<file path="config.mk">
export PLATFORM = sky130hd
export DESIGN_NAME = serial_add_ctrl
export DESIGN_NICKNAME = d
export VERILOG_FILES = /design/src/rtl/serial_add_ctrl.sv
export SDC_FILE = /design/constraint.sdc
export NUM_CORES = 1
export LEC_CHECK = 0
export ABC_AREA = 1
export BUFFER_PORTS_ARGS = -buffer_cell sky130_fd_sc_hd__clkbuf_2
export CORE_ASPECT_RATIO = 2
export CORE_MARGIN = 4
export CORE_UTILIZATION = 45
export CTS_BUF_LIST = sky130_fd_sc_hd__clkbuf_4
export DETAILED_ROUTE_END_ITERATION = 12
export HOLD_SLACK_MARGIN = 0.05
export PLACE_DENSITY = 0.77
export SLEW_MARGIN = 15
export SYNTH_ARGS = -nofsm -noshare
export SYNTH_HDL_FRONTEND = slang
export SYNTH_SLANG_ARGS = --single-unit
</file>
<file path="constraint.sdc">
create_clock -name clk -period 1.5 [get_ports clk]
set_clock_uncertainty 0.05 [all_clocks]
set_input_delay 0.225 -clock clk [delete_from_list [all_inputs] [get_ports clk]]
set_output_delay 0.225 -clock clk [all_outputs]
set_load 0.02 [all_outputs]
</file>
<file path="src/rtl/serial_add_ctrl.sv">
// Bit-serial add/subtract unit: one shared full-adder cell walks both operands
// LSB-first, one bit per clock, with a carry flip-flop closing the loop.

module fa (
  input  logic a,
  input  logic b,
  input  logic ci,
  output logic y,
  output logic co
);
  assign y  = a ^ b ^ ci;
  assign co = (a & b) | (a & ci) | (b & ci);
endmodule

module serial_add_ctrl #(
  parameter int WIDTH = 8
) (
  input  logic             clk,
  input  logic             rst_n,
  input  logic             start,
  input  logic             sub,
  input  logic [WIDTH-1:0] a,
  input  logic [WIDTH-1:0] b,
  output logic             busy,
  output logic             done,
  output logic [WIDTH-1:0] sum,
  output logic             cout,
  output logic             ovf
);
  localparam int CW = $clog2(WIDTH);
  localparam logic [CW-1:0] LAST_BIT = CW'(WIDTH - 1);

  typedef enum logic [1:0] {
    IDLE = 2'b00,
    RUN  = 2'b01,
    DONE = 2'b10
  } state_t;

  state_t           state_r;
  state_t           state_s;
  logic             load_s;
  logic             step_s;
  logic             last_s;
  logic [WIDTH-1:0] a_sr_r;
  logic [WIDTH-1:0] b_sr_r;
  logic [WIDTH-1:0] res_sr_r;
  logic             carry_r;
  logic [CW-1:0]    cnt_r;
  logic [WIDTH-1:0] sum_r;
  logic             cout_r;
  logic             ovf_r;
  logic             busy_r;
  logic             done_r;
  logic             fa_y_s;
  logic             fa_co_s;

  fa u_fa (
    .a  (a_sr_r[0]),
    .b  (b_sr_r[0]),
    .ci (carry_r),
    .y  (fa_y_s),
    .co (fa_co_s)
  );

  // Next-state decode and datapath strobes
  always_comb begin
    state_s = state_r;
    load_s  = 1'b0;
    step_s  = 1'b0;
    last_s  = 1'b0;
    case (state_r)
      IDLE: begin
        if (start) begin
          state_s = RUN;
          load_s  = 1'b1;
        end else begin
          state_s = IDLE;
        end
      end
      RUN: begin
        step_s = 1'b1;
        if (cnt_r == LAST_BIT) begin
          last_s  = 1'b1;
          state_s = DONE;
        end else begin
          state_s = RUN;
        end
      end
      DONE:    state_s = IDLE;
      default: state_s = IDLE;
    endcase
  end

  // State register; busy/done registered from next state so they are glitch-free
  always_ff @(posedge clk or negedge rst_n) begin
    if (!rst_n) begin
      state_r <= IDLE;
      busy_r  <= 1'b0;
      done_r  <= 1'b0;
    end else begin
      state_r <= state_s;
      busy_r  <= (state_s == RUN) || (state_s == DONE);
      done_r  <= (state_s == DONE);
    end
  end

  // Operand/result shifters; subtraction is a + ~b + 1 with the +1 as initial carry
  always_ff @(posedge clk or negedge rst_n) begin
    if (!rst_n) begin
      a_sr_r   <= '0;
      b_sr_r   <= '0;
      res_sr_r <= '0;
      carry_r  <= 1'b0;
      cnt_r    <= '0;
    end else if (load_s) begin
      a_sr_r  <= a;
      b_sr_r  <= sub ? ~b : b;
      carry_r <= sub;
      cnt_r   <= '0;
    end else if (step_s) begin
      a_sr_r   <= {1'b0, a_sr_r[WIDTH-1:1]};
      b_sr_r   <= {1'b0, b_sr_r[WIDTH-1:1]};
      res_sr_r <= {fa_y_s, res_sr_r[WIDTH-1:1]};
      carry_r  <= fa_co_s;
      cnt_r    <= cnt_r + CW'(1);
    end
  end

  // Result capture at the MSB step; carry_r here is the carry into the MSB
  always_ff @(posedge clk or negedge rst_n) begin
    if (!rst_n) begin
      sum_r  <= '0;
      cout_r <= 1'b0;
      ovf_r  <= 1'b0;
    end else if (last_s) begin
      sum_r  <= {fa_y_s, res_sr_r[WIDTH-1:1]};
      cout_r <= fa_co_s;
      ovf_r  <= carry_r ^ fa_co_s;
    end
  end

  assign busy = busy_r;
  assign done = done_r;
  assign sum  = sum_r;
  assign cout = cout_r;
  assign ovf  = ovf_r;
endmodule

</file>
; ---- Word level (Yosys, flattened, before mapping)
; Index checks and enable logic that the tools add are counted.
[totals]
reg_bits = 42
word_cells = 47
inputBits = 20
[classes]
n_reduce_logical = 4
addsub = 1
muxes = 17
eq_ne = 4
n_bitwise = 10
[op_table]
columns = cell, n
row1 = 8-bit two-way mux, 5
row2 = 1-bit two-way mux, 8
row3 = 8-bit inverter, 1
row4 = 3-bit two-way mux, 2
row5 = 2-bit by 1-bit == test with 1-bit output (second input constant), 2
row6 = 2-bit case mux with 2 select lines, 1
row7 = 3-bit by 1-bit adder with 3-bit output (second input constant), 1
row8 = 1-bit bitwise AND, 3
row9 = 3-bit == test (second input constant), 1
row10 = 1-bit bitwise XOR, 3
row11 = 2-bit == test (second input constant), 1
row12 = 2-bit zero test, 1
row13 = 2-bit two-way mux, 1
row14 = 1-bit bitwise OR, 2
row15 = 2-bit AND reduction, 1
row16 = 2-bit nonzero test, 1
row17 = 1-bit logical OR, 1
row18 = 1-bit inverter, 1

; ---- Longest topological paths before layout
; Gate-level depths: netlist of run 1.
[logic_depth]
word_depth = 5
mapped_depth = 7
mapped_depth_nobuf = 6

; ---- Cells and area by module
; A second synthesis of run 1 with hierarchy kept.
[unflattened]
cells_unflattened = 229
area_unflattened_um2 = 1943.1
[modules_own_cells]
columns = mod, cells_each, seq_area_each_um2, area_each_um2, n_inst
row1 = serial_add_ctrl, 228, 1026.0, 1923.1, 1
row2 = fa, 1, 0.0, 20.0, 1

; ---- Worst setup path after synthesis of run 1
; Ideal clock, no wire load.
[synth_timing]
path_kind = flip-flop to flip-flop
start = register cnt_r[0]
end = register busy_r, in the netlist busy
arrival_time_ps = 1275
stages_incl_launch_ff = 7
period_less_slack_ps = 1438
slack_ps = 62
t_required_ps = 1337
setup_ps = 113
cell_sequence = dfrtp_1 -> ha_1 -> ha_1 -> nand2_4 -> inv_1 -> ha_1 -> inv_1
[synth_via]
elab_chain_cells = 5
elab_cells_between_ends = 6
classes_between = eq/ne (3) / mux (2) / reduce/logical (1)
[synth_rtl]
columns = item, line_no
row1 = "start, declared", 48  ; logic [CW-1:0] cnt_r;
row2 = "start signal, assigned", 125  ; cnt_r <= cnt_r + CW'(1);
row3 = 3-bit == test (*), 82  ; if (cnt_r == LAST_BIT) begin
row4 = 2-bit two-way mux (*), 82
row5 = 2-bit case mux with 2 select lines (*), 71  ; case (state_r)
row6 = net state_s[1], 40  ; state_t state_s;
row7 = 2-bit by 1-bit == test with 1-bit output / 2-bit == test (equally long branches), 102  ; busy_r <= (state_s == RUN) || (state_s == DONE);
row8 = 1-bit logical OR (*), 102
row9 = "end signal, assigned", 102
row10 = "end, declared", 52  ; logic busy_r;
; The timed path passes the listed nets; every way through them passes the cells marked *.
; A chain may end at the register's enable or synchronous reset.

; ---- Worst setup path after layout of run 1
[layout_timing]
start = register cnt_r[1]
end = register busy_r, in the netlist busy
; The elaborated chain is that of the path after synthesis.

==> results of run 1 <==
==> logic make-up after synthesis <==
kind of cell	synth area share
fa+ha+maj	0.0297
compound gates	0.0613
simple gates	0.305
flops	0.529
buf+inv	0.0704
xor+xnor	0.00452
==> flip-flops by register name (all words and copies together), names as in the netlist <==
name	flops
cout	1
cnt_r	3
state_r	2
busy	1
sum	8
a_sr_r	8
carry_r	1
ovf	1
res_sr_r	7
done	1
b_sr_r	8
==> metrics by stage <==
stage,total power (µW),instances,cell area [µm²],util,setup WS [ns]
6_report,4020,318,2260,0.547,0.0848
4_1_cts,4050,318,2230,0.541,0.00895
5_1_grt,4390,318,2260,0.547,0.00249
3_5_place_dp,3560,310,2170,0.525,-0.0362
3_3_place_gp,3480,310,2170,0.525,0.0454
2_1_floorplan,3080,227,1940,-,0.0621
==> worst max-delay path, delay by kind of cell (launching register included) <==
family / cells / cell delay, ns
compound gates: 1 / 0.12
fa+ha+maj: 3 / 0.64
flops: 1 / 0.41
buf+inv: 2 / 0.10
==> what timing repair did <==
action / 4_1_cts / 5_1_grt
hold buffers: 2 / 0
setup endpoints to repair: 1 / 13
endpoints found under the hold margin: 42 / 0
buffers inserted: 0 / 0
pin swaps: 0 / 2
resized for setup: 1 / 4
==> worst max-delay path by stage <==
stage             start  endpoint  slack (ns)  cells after the start
3_5_place_dp   cnt_r[0]      busy       -0.04                      6
2_1_floorplan  cnt_r[0]      busy        0.06                      6
6_report       cnt_r[1]      busy        0.08                      6
3_3_place_gp   cnt_r[0]      busy        0.05                      6
5_1_grt        cnt_r[1]      busy       0.002                      6
4_1_cts        cnt_r[0]      busy       0.009                      6
==> cell usage in the layout (no fill, tap or decap), types with 2 or more instances in the layout <==
cell type,Yosys,routed
sky130_fd_sc_hd__nand2_4,3,3
sky130_fd_sc_hd__nand2_1,105,105
sky130_fd_sc_hd__nand3b_1,5,5
sky130_fd_sc_hd__nor2_2,2,2
sky130_fd_sc_hd__nand3_1,19,19
sky130_fd_sc_hd__dfrtp_1,41,41
sky130_fd_sc_hd__inv_1,18,18
sky130_fd_sc_hd__clkbuf_2,0,31
sky130_fd_sc_hd__o21ai_2,9,8
sky130_fd_sc_hd__dlygate4sd3_1,0,2
sky130_fd_sc_hd__buf_4,4,7
sky130_fd_sc_hd__clkbuf_4,0,5
sky130_fd_sc_hd__o21ai_0,8,8
==> per-layer routing <==
metal / routed length, µm / global-route usage
met3: 164 / 0.0311
met1: 1460 / 0.188
met2: 1730 / 0.243
met4: 68 / 0.0576
met5: 0 / 0
==> area by class of cell <==
cell class	count	area, µm²
flip-flops and latches	41	1030
clock buffers	5	37.5
fillers	401	1870
repair buffers	41	248
inverters	20	77.6
clock inverters	1	5.00
well taps	52	65.1
multi-input cells	158	798
==> power groups by stage <==
stage               clock, µW  sequential, µW  combinational (µW)
global placement            0            1850                1630
global route              538            1910                1950
finish                    473            1850                1690
CTS                       500            1840                1710
floorplan                   0            1960                1120
detailed placement          0            1860                1700
==> flow_summary.ini, run 1 <==
[outcome]
status = complete, no violations

[floorplanning]
core_um2 = 4130
floorplan.die_area_um2 = 5480
floorplan.rows = 33
ios = 32
floorplan.initialDensity = 0.469
die_w_um = 54.4
die_height_um = 101

[yosys]
synth_seq_area_share = 0.529
net_count_after_synthesis = 251
synth_most_common_cell = sky130_fd_sc_hd__nand2_1
yosysTopAreaCell = sky130_fd_sc_hd__dfrtp_1
netlist-cell-type-count = 19
synth_top_cell_area_share = 0.529
synthArstFlopShare = 1.00
synth.yosys.warnings = 0
netlist_top_cells_count = sky130_fd_sc_hd__nand2_1, sky130_fd_sc_hd__dfrtp_1, sky130_fd_sc_hd__nand3_1
synth_ff_type = sky130_fd_sc_hd__dfrtp_1
syn_avg_cell_area_um2 = 8.54
synthesis.instances = 227
post_synth_instance_area_um2 = 1940
synth.ff_latch_count = 41
post_synth_edffs = 0
synth.top_cells.by_area = sky130_fd_sc_hd__dfrtp_1, sky130_fd_sc_hd__nand2_1, sky130_fd_sc_hd__nand3_1

[setup_path]
worstSetupPathType = reg2reg
crit-reg2reg-capture = busy
worstPathMaxFanout = 2
reg_to_reg_setup_timing_slack_ns = 0.08
cp-start-kind = flop
r2r_cells = 6
timing.critical_path.required_ns = 1.68
r2r_start = cnt_r[1]
crit_chain = ha_2 > ha_4 > o21ai_2 > inv_1 > ha_1 > inv_1
critical_path.endpoint_type = flop
crit_slowest_cell = sky130_fd_sc_hd__dfrtp_1
worstPathArrival_ns = 1.60
crit_top_cell = sky130_fd_sc_hd__inv_1
critPathMaxStageDelay_ns = 0.41

[global_routing]
grt_first_pass_wirelength_um = 6150
vias_in_the_first_global_route = 1441
largest_net_degree_at_the_start_of_global_routing = 42
grt_antenna_before_repair = 0
overflow = 0
all_layer_global_routing_usage = 0.149

[cells_and_area]
area_delta_synth_final_pct = 16.5
drive_above_1_share = 0.244
final_nets = 291
antennaDiodeCount = 0

[pwr]
power_per_cell_area_nw_per_um2 = 1780
max-vdd-ir-drop_mv = 0.957
seqPwrFrac = 0.460
leakage_uw = 0.00125
clkPwrFrac = 0.118
sw_frac_of_total = 0.405
internal-power_uw = 2390
net-switching-power_uw = 1630
combinational_group_share_of_total_power = 0.422

[cts]
htreeDepth = 2
clock_sink_count = 41
clockBufferDepth = 2
tritoncts_clock_tree = built
worstSkewPairLatency_ns = 0.33
worst_setup_hold_path_clk_slew_ns = 0.10
cts_buffers = 5
clockRootBuffer = sky130_fd_sc_hd__clkbuf_4

[timing]
min_period_ns = 1.42
timing_max_transition_violations_final = 0
rsz0062_at_grt = false
whs_ns = 0.0877
tightest_slew_ns = 0.489
layout_worst_path_cycle_share = 0.943
timing.max_slew.rel_slack = 0.672
hold_viol_final = 0
achievable_frequency_ghz = 0.707
tns_ns = 0
setup_viol = 0

[min_path]
hold_path_end = a_sr_r[3]
timing.hold.worst_path_depth = 3
timing.hold.worst.class = in2reg
hp-start = a[3]

[routing]
viasPerCell = 4.68
detail_route.wl_per_cell_um = 10.8
drt_pass1_iterations = 4
num_vias = 1487
drcViolationCount = 0
detail-route-antenna-nets = 0
detail_route.iter0.violations = 52
totalWireLength_um = 3420

[placed_design]
place_hpwl_um = 2520
port-buffer-count = 31
gp_routability_congestion = 0.769

[run]
max-cap-violations = 0
(Power assumes the default switching activity.)
==> inputs of run 2 (changes only) <==
--- a/config.mk
+++ b/config.mk
@@ -9,11 +9,11 @@
 export BUFFER_PORTS_ARGS = -buffer_cell sky130_fd_sc_hd__clkbuf_2
 export CORE_ASPECT_RATIO = 2
 export CORE_MARGIN = 4
-export CORE_UTILIZATION = 45
+export CORE_UTILIZATION = 50
 export CTS_BUF_LIST = sky130_fd_sc_hd__clkbuf_4
 export DETAILED_ROUTE_END_ITERATION = 12
 export HOLD_SLACK_MARGIN = 0.05
-export PLACE_DENSITY = 0.77
+export PLACE_DENSITY = 0.83
 export SLEW_MARGIN = 15
 export SYNTH_ARGS = -nofsm -noshare
 export SYNTH_HDL_FRONTEND = slang
==> flow_summary.ini, run 2 (synthesized netlist as in run 1, its figures left out) <==
[placed_design]
port-buffer-count = 31
place_hpwl_um = 2630
placed_cells_incl_taps = 308
gp_routability_congestion = 0.772
post_dp_cell_area_um2 = 2160

[timing]
setup_viol = 0
timing.max_slew.rel_slack = 0.664
tightest_slew_ns = 0.504
min_period_ns = 1.43
rsz0062_at_grt = false
whs_ns = 0.0590
achievable_frequency_ghz = 0.697
layout_worst_path_cycle_share = 0.956
timing_max_transition_violations_final = 0
hold_viol_final = 0

[cells_and_area]
finalInstanceArea_um2 = 2270
area_occupied_by_registers_um2 = 1030
drive_above_1_share = 0.249
instances_no_fill = 318
final_nets = 292
fin_util = 0.617
nFillCells = 334
area_delta_synth_final_pct = 17.4
final_cell_mix = sky130_fd_sc_hd__nand2_1, sky130_fd_sc_hd__dfrtp_1, sky130_fd_sc_hd__clkbuf_2
antennaDiodeCount = 0
final_common_cell = sky130_fd_sc_hd__nand2_1
multi_input_area_um2 = 791

[pwr]
max-vdd-ir-drop_mv = 1.19
total_power_uw = 4280
leakage_uw = 0.00126
power_per_cell_area_nw_per_um2 = 1880

[run]
max-cap-violations = 0

[global_routing]
vias_in_the_first_global_route = 1553
all_layer_global_routing_usage = 0.174
largest_net_degree_at_the_start_of_global_routing = 42
overflow = 0
grt_first_pass_wirelength_um = 6530
grt_antenna_before_repair = 0

[cts]
clockRootBuffer = sky130_fd_sc_hd__clkbuf_4
htreeDepth = 2
clockBufferDepth = 2
post_cts_buffers = 0
worstSkewPairLatency_ns = 0.36
tritoncts_clock_tree = built
worst_setup_hold_path_clk_slew_ns = 0.13
cts_buffers = 5
clock_sink_count = 41

[routing]
detail-route-antenna-nets = 0
num_vias = 1554
drt_pass1_iterations = 4
drcViolationCount = 0
detail_route.iter0.violations = 26
totalWireLength_um = 3630
viasPerCell = 4.89
detail_route.wl_per_cell_um = 11.4

[setup_path]
timing.critical_path.required_ns = 1.71
cp-start-kind = flop
worstPathMaxFanout = 3
critical_path.endpoint_type = flop
worstSetupPathType = reg2reg
worstPathArrival_ns = 1.64

[floorplanning]
die_height_um = 96.0
die_w_um = 52.0
ios = 32
floorplan.rows = 31
floorplan.initialDensity = 0.526
floorplan.die_area_um2 = 5000
core_um2 = 3680

[outcome]
status = complete, no violations

[min_path]
timing.hold.worst.class = in2reg
run 2: area by class of cell:
class,instances,area share
sequential,41,0.451
multi-input combinational,158,0.348
timing repair buffer,42,0.107
inverter,20,0.0330
tap,49,0.0270
clock inverter,3,0.0182
clock buffer,5,0.0165
run 2: final timing paths:
check                      startpoint   endpoint  slack [ns]  depth (start not counted)
max                          cnt_r[0]       busy        0.07                          6
min                              a[0]  a_sr_r[0]        0.06                          3
max reg2reg                  cnt_r[0]       busy        0.07                          6
min reg2reg                    sum[0]     sum[0]        0.44                          2
max in group asynchronous       rst_n   cnt_r[0]        0.65                          3
min in group asynchronous       rst_n  b_sr_r[6]        0.40                          3
run 2: repair_timing:
item	CTS	global route
resized for setup	1	2
endpoints found under the setup margin	1	1
hold buffers	2	0
endpoints found under the hold margin	42	0
run 2: layer usage:
metal	track usage	share of wire
met5	0	0
met4	0.0875	0.030
met2	0.313	0.52
met3	0.0434	0.054
met1	0.179	0.40
run 2: worst max-delay path, cell delays in order (launching register included):
cell and delay [ns]:
sky130_fd_sc_hd__dfrtp_1 0.41, sky130_fd_sc_hd__ha_2 0.21, sky130_fd_sc_hd__ha_4 0.18, sky130_fd_sc_hd__o21ai_2 0.15
sky130_fd_sc_hd__inv_1 0.06, sky130_fd_sc_hd__ha_1 0.27, sky130_fd_sc_hd__inv_1 0.03
run 2: metrics by stage:
stage,worst slack [ns],TNS [ns]
6_report,0.0657,0
5_1_grt,0.0107,0
4_1_cts,0.0193,0
3_5_place_dp,-0.0339,-0.0339
3_3_place_gp,0.0459,0
2_1_floorplan,0.0621,0
run 2: where the power goes:
part | internal, µW | switching (µW) | total (µW)
sequential | 1570 | 277 | 1850
clock | 345 | 365 | 710
combinational | 668 | 1060 | 1720
